### config.mk
export PLATFORM = sky130hd
export DESIGN_NAME = regfile_master
export DESIGN_NICKNAME = d
export VERILOG_FILES = /design/src/rtl/regfile_master_pkg.sv /design/src/rtl/regfile_master.sv
export SDC_FILE = /design/constraint.sdc
export NUM_CORES = 1
export LEC_CHECK = 0
export ABC_AREA = 1
export CAP_MARGIN = 10
export CORE_MARGIN = 3
export CORE_UTILIZATION = 30
export CTS_BUF_LIST = sky130_fd_sc_hd__clkbuf_8
export CTS_CLUSTER_SIZE = 25
export DETAILED_ROUTE_END_ITERATION = 8
export HOLD_SLACK_MARGIN = 0.12
export PLACE_DENSITY = 0.7
export SYNTH_ARGS = -nofsm -noshare
export SYNTH_HDL_FRONTEND = slang
export SYNTH_SLANG_ARGS = --single-unit
### constraint.sdc
create_clock -name clk -period 2.1 [get_ports clk]
set_input_delay 0.42 -clock clk [delete_from_list [all_inputs] [get_ports clk]]
set_output_delay 0.42 -clock clk [all_outputs]
set_load 0.05 [all_outputs]
### src/rtl/regfile_master_pkg.sv
// Shared opcodes, state encoding and default widths for the regfile master and its bench.
// The VERIFY state only exists when REGFILE_WR_VERIFY_EN is defined.
package regfile_master_pkg;

    localparam int DATA_W_DEF = 32;
    localparam int ADDR_W_DEF = 5;

    localparam logic [1:0] OP_RD  = 2'b00;
    localparam logic [1:0] OP_WR  = 2'b01;
    localparam logic [1:0] OP_CLR = 2'b10;
    localparam logic [1:0] OP_RSV = 2'b11;

    typedef enum logic [2:0] {
        ST_CLEAR  = 3'd0,
        ST_IDLE   = 3'd1,
        ST_WRITE  = 3'd2,
        ST_READ   = 3'd3,
`ifdef REGFILE_WR_VERIFY_EN
        ST_RESP   = 3'd4,
        ST_VERIFY = 3'd5
`else
        ST_RESP   = 3'd4
`endif
    } state_t;

endpackage

### src/rtl/regfile_master.sv
// Command sequencer for the single-port regfile: clear sweep after reset, read/write/clear commands.
// Optional write read-back check under REGFILE_WR_VERIFY_EN (sticky wr_err); wr_err is 0 otherwise.
module regfile_master
    import regfile_master_pkg::*;
#(
    parameter int DATA_W = DATA_W_DEF,
    parameter int ADDR_W = ADDR_W_DEF
) (
    input  logic              clk,
    input  logic              reset,
    input  logic              cmd_valid,
    output logic              cmd_ready,
    input  logic [1:0]        cmd_op,
    input  logic [ADDR_W-1:0] cmd_addr,
    input  logic [DATA_W-1:0] cmd_wdata,
    output logic              rsp_valid,
    input  logic              rsp_ready,
    output logic [DATA_W-1:0] rsp_rdata,
    output logic              busy,
    output logic              wr_err,
    output logic              rf_we_,
    output logic [ADDR_W-1:0] rf_addr,
    output logic [DATA_W-1:0] rf_din,
    input  logic [DATA_W-1:0] rf_dout
);

    localparam logic [ADDR_W-1:0] LAST_ADDR = {ADDR_W{1'b1}};

    state_t            state_q, state_d;
    logic [ADDR_W-1:0] clr_ptr_q, clr_ptr_d;
    logic              rf_we_q, rf_we_d;
    logic [ADDR_W-1:0] rf_addr_q, rf_addr_d;
    logic [DATA_W-1:0] rf_din_q, rf_din_d;
    logic              rsp_valid_q, rsp_valid_d;
    logic [DATA_W-1:0] rsp_rdata_q, rsp_rdata_d;
`ifdef REGFILE_WR_VERIFY_EN
    logic              wr_err_q, wr_err_d;
`endif

    always_comb begin
        state_d     = state_q;
        clr_ptr_d   = clr_ptr_q;
        rf_we_d     = rf_we_q;
        rf_addr_d   = rf_addr_q;
        rf_din_d    = rf_din_q;
        rsp_valid_d = rsp_valid_q;
        rsp_rdata_d = rsp_rdata_q;
`ifdef REGFILE_WR_VERIFY_EN
        wr_err_d    = wr_err_q;
`endif
        case (state_q)
            ST_CLEAR: begin
                // rf_we_ still high means the sweep has not issued address 0 yet
                if (rf_we_q) begin
                    rf_we_d   = 1'b0;
                    rf_addr_d = clr_ptr_q;
                    rf_din_d  = '0;
                end else if (clr_ptr_q == LAST_ADDR) begin
                    rf_we_d = 1'b1;
                    state_d = ST_IDLE;
                end else begin
                    clr_ptr_d = clr_ptr_q + 1'b1;
                    rf_addr_d = clr_ptr_q + 1'b1;
                    rf_din_d  = '0;
                end
            end
            ST_IDLE: begin
                if (cmd_valid) begin
                    case (cmd_op)
                        OP_WR: begin
                            state_d   = ST_WRITE;
                            rf_we_d   = 1'b0;
                            rf_addr_d = cmd_addr;
                            rf_din_d  = cmd_wdata;
                        end
                        OP_RD: begin
                            state_d   = ST_READ;
                            rf_we_d   = 1'b1;
                            rf_addr_d = cmd_addr;
                        end
                        OP_CLR: begin
                            state_d   = ST_CLEAR;
                            clr_ptr_d = '0;
                            rf_we_d   = 1'b0;
                            rf_addr_d = '0;
                            rf_din_d  = '0;
                        end
                        default: ;
                    endcase
                end
            end
            ST_WRITE: begin
                rf_we_d = 1'b1;
`ifdef REGFILE_WR_VERIFY_EN
                state_d = ST_VERIFY;
`else
                state_d = ST_IDLE;
`endif
            end
`ifdef REGFILE_WR_VERIFY_EN
            ST_VERIFY: begin
                // rf_din still holds the written word, so it serves as the saved wdata
                if (rf_dout != rf_din_q) wr_err_d = 1'b1;
                state_d = ST_IDLE;
            end
`endif
            ST_READ: begin
                rsp_rdata_d = rf_dout;
                rsp_valid_d = 1'b1;
                state_d     = ST_RESP;
            end
            ST_RESP: begin
                if (rsp_ready) begin
                    rsp_valid_d = 1'b0;
                    state_d     = ST_IDLE;
                end
            end
            default: state_d = ST_CLEAR;
        endcase
    end

    always_ff @(posedge clk) begin
        if (reset) begin
            state_q     <= ST_CLEAR;
            clr_ptr_q   <= '0;
            rf_we_q     <= 1'b1;
            rf_addr_q   <= '0;
            rf_din_q    <= '0;
            rsp_valid_q <= 1'b0;
            rsp_rdata_q <= '0;
`ifdef REGFILE_WR_VERIFY_EN
            wr_err_q    <= 1'b0;
`endif
        end else begin
            state_q     <= state_d;
            clr_ptr_q   <= clr_ptr_d;
            rf_we_q     <= rf_we_d;
            rf_addr_q   <= rf_addr_d;
            rf_din_q    <= rf_din_d;
            rsp_valid_q <= rsp_valid_d;
            rsp_rdata_q <= rsp_rdata_d;
`ifdef REGFILE_WR_VERIFY_EN
            wr_err_q    <= wr_err_d;
`endif
        end
    end

    assign cmd_ready = (state_q == ST_IDLE);
    assign busy      = (state_q != ST_IDLE);
    assign rf_we_    = rf_we_q;
    assign rf_addr   = rf_addr_q;
    assign rf_din    = rf_din_q;
    assign rsp_valid = rsp_valid_q;
    assign rsp_rdata = rsp_rdata_q;
`ifdef REGFILE_WR_VERIFY_EN
    assign wr_err    = wr_err_q;
`else
    assign wr_err    = 1'b0;
`endif

endmodule

==> results.tsv <==
metric	value	unit
status	complete, no violations	
numPortBuffers	147	
die_y	117.5	um
swShare	20.95	%
slowest_delay	0.83	ns
drtPass1Iterations	4	
powerDensity	571.7	nW/um^2
ys_seq_area_share	42.43	%
fin_crit	1.965	ns
postCtsHoldBufs	0	
finalInstanceArea	5543	sq um
htreeDepth	3	
synth.avg_cell_area	7.100	sq um
yosysWarnings	0	
hold_depth	2	
antenna_found_initial	0	
hold_violations	0	
fp.coreArea	12060	sq um
critPathBufInv	1	
fin_skew	0.007639	ns
combPwrFrac	8.3	%
reg2reg_from	clr_ptr_q[0]	
setup_ws	0.1352	ns
met1_usage	17.48	%
p_int	2.505	mW
critPathTopFamily	buffers and inverters	
met3_usage	6.535	%
die_area	13800	sq um
dp_worst_setup_slack	0.02724	ns
final_net_count	739	
diodes	0	
crit_type	flop to output port	
synth_area_leader_cell	dfxtp_1	
r2r_end	rf_din[1]	
synthTopCellsByArea	dfxtp_1 42%, nor2_1 11%, nand2_1 9.6%, nand3_1 6.4%, a21oi_1 5.2%	
drive_gt1_share	12.82	%
pin_count	149	
ff2ff_path_depth	10	
clockBufferDepth	2	
arrival	1.54	ns
start_util	30.90	%
p_clk_share	43.8	%
period_share	93.56	%
post_drt_wl_per_cell	12.26	um
cts_root_buffer	clkbuf_8	
synth_cells	525	
multi_input_area	1808	sq um
grt_pass1_vias	3529	
rrSetupSlack	0.17	ns
place_area	5290	sq um
via_per_inst	4.487	
finalSetupViolations	0	
cp_cell_sequence	clkdlybuf4s50_1	
synth.distinct_cells	27	
dpl.hpwl	7279	um
crit_slowest_cell	clkdlybuf4s50_1	
finalSetupTns	0	ns
switchingPower	0.6640	mW
drv_cap	0	
top_usage_layer	met2	
syn_nets	605	
min_to	rsp_valid	
crit_fanout	2	
cts_sinks	79	
rsz0062_at_grt	no	
synth_seq_cells	79	
die_w	117.5	um
startpoint_type	flop	
place_inst	816	
rows	40	
fillers	1202	
slew_violations	0	
cts_tree	yes	
required	1.68	ns
grt_pass1_wl	16790	um
clk_pin_slew_worst_paths	0.08	ns
max_freq	0.5090	GHz
overflow	0	
drc_errors	0	
vias	3729	
vdd.ir_drop.worst	332.0	uV
maxSlewHeadroom	61.85	%
hp-class	flop to flop	
drt_iter0_drc	293	
grt_max_degree	65	
gr-usage-all-layers	14.67	%
final_antenna_net_count	0	
end_kind	output port	
netlist.area_leader.share	42.43	%
routed_wl	10190	um
p_leak	2.491	nW
place_congestion	0.8398	
instances_no_fill	831	
syn_to_final_growth	48.71	%
pwr-share-seq	47.9	%
cts_made_buffers	9	
tightest_slew	0.5714	ns
grt_util_met2	23.12	%
syn-cell-area	3727	sq um
min-delay-start	rsp_valid	
clk_latency	0.36	ns
regArea	1584	sq um
worst max path at each step:
| stage | start | to | slack [ns] | cells past startpoint |
|---|---|---|---|---|
| after floorplan | state_q[1] | clr_ptr_q[1] | 0.27 | 7 |
| after global placement | cmd_op[0] | rf_din[14] | 0.09 | 8 |
| after detailed placement | cmd_op[0] | rf_din[3] | 0.03 | 9 |
| after CTS | state_q[0] | cmd_ready | 0.04 | 3 |
| after global routing | clr_ptr_q[0] | rf_din[18] | 0.02 | 10 |
| final | rf_din[8] | rf_din[8] | 0.14 | 1 |
what timing repair did:
action	in CTS	in global routing
setup endpoints to repair	0	26
setup buffers	0	0
gates resized for setup	0	4
routing by layer:
layer | up-vias | share of wire, %
li1 | 1922 | -
met1 | 1664 | 42
met2 | 131 | 45
met3 | 12 | 11
met4 | 0 | 1.7
met5 | - | 0
cell usage in the layout, fill, tap and decap left out, types with 4 or more instances in the layout:
cell	instances
clkbuf_8	11
a21oi_1	39
ha_1	4
clkdlybuf4s50_1	144
nand2_2	31
nand3_1	48
nor2_1	106
inv_2	5
buf_12	4
dfxtp_1	77
buf_4	8
o21ai_0	34
inv_1	25
nand2_1	95
nor2_2	12
kinds of logic after synthesis:
family	count (synthesis)	synth area share, %
flip-flops	79	42.43
other	1	0.1006
AND/OR/NAND/NOR	303	36.59
adder cells (fa/ha/maj)	5	1.678
buffers and inverters	63	9.265
AO/OA/AOI/OAI	74	9.936
stage by stage:
stage / hold WS (ns) / utilization, % / power (mW)
finish: 0.4796 / 45.95 / 3.169
floorplan: 0.4579 / - / 1.640
global route: 0.4988 / 45.95 / 3.304
CTS: 0.4827 / 45.89 / 3.216
global placement: 0.4530 / 43.86 / 1.814
detailed placement: 0.4663 / 43.86 / 1.815
state kept, by name, indices dropped and copies added, names as in the netlist:
register and cells:
clr_ptr_q 5, state_q 3, rf_addr 5, rf_din 32, rf_we_ 1, rsp_valid 1
rsp_rdata 32
synthesized netlist by cell type:
cell        n
nor2_1    108
nand2_1    95
dfxtp_1    79
nand3_1    48
a21oi_1    39
o21ai_0    34
nand2_2    31
inv_1      24
buf_2      11
clkbuf_1   10
nor2_2     10
buf_4       7
ha_1        5
inv_2       4
buf_12      3
nand3_2     3
nand4_1     3
nor2_4      2
buf_6       1
buf_8       1
clkinv_1    1
clkinv_2    1
conb_1      1
nand2_4     1
nand3_4     1
nor3_1      1
o21ai_1     1
worst register-to-register path, stage by stage, from the launching register on:
cell	delay, ns
dfxtp_2	0.39
ha_1	0.19
inv_1	0.06
nor3_1	0.18
ha_2	0.24
nand2_1	0.05
nand3_1	0.12
nand2_2	0.11
buf_12	0.20
a21oi_1	0.22
nor2_1	0.07
layout make-up:
cell class	count	area share (%)
Tap cell	168	3.792
Sequential cell	79	28.58
Clock buffer	11	2.731
Timing Repair Buffer	156	28.53
Clock inverter	4	1.693
Inverter	30	2.054
Multi-Input combinational cell	383	32.62
power by group through the flow:
stage | Clock, mW | Combinational [mW] | Sequential (mW)
after floorplan | 0 | 0.0704 | 1.57
after global placement | 0 | 0.264 | 1.55
after detailed placement | 0 | 0.264 | 1.55
after CTS | 1.43 | 0.267 | 1.52
after global routing | 1.50 | 0.288 | 1.52
final | 1.39 | 0.265 | 1.52
Note: power is estimated with default switching activity, not from simulation.
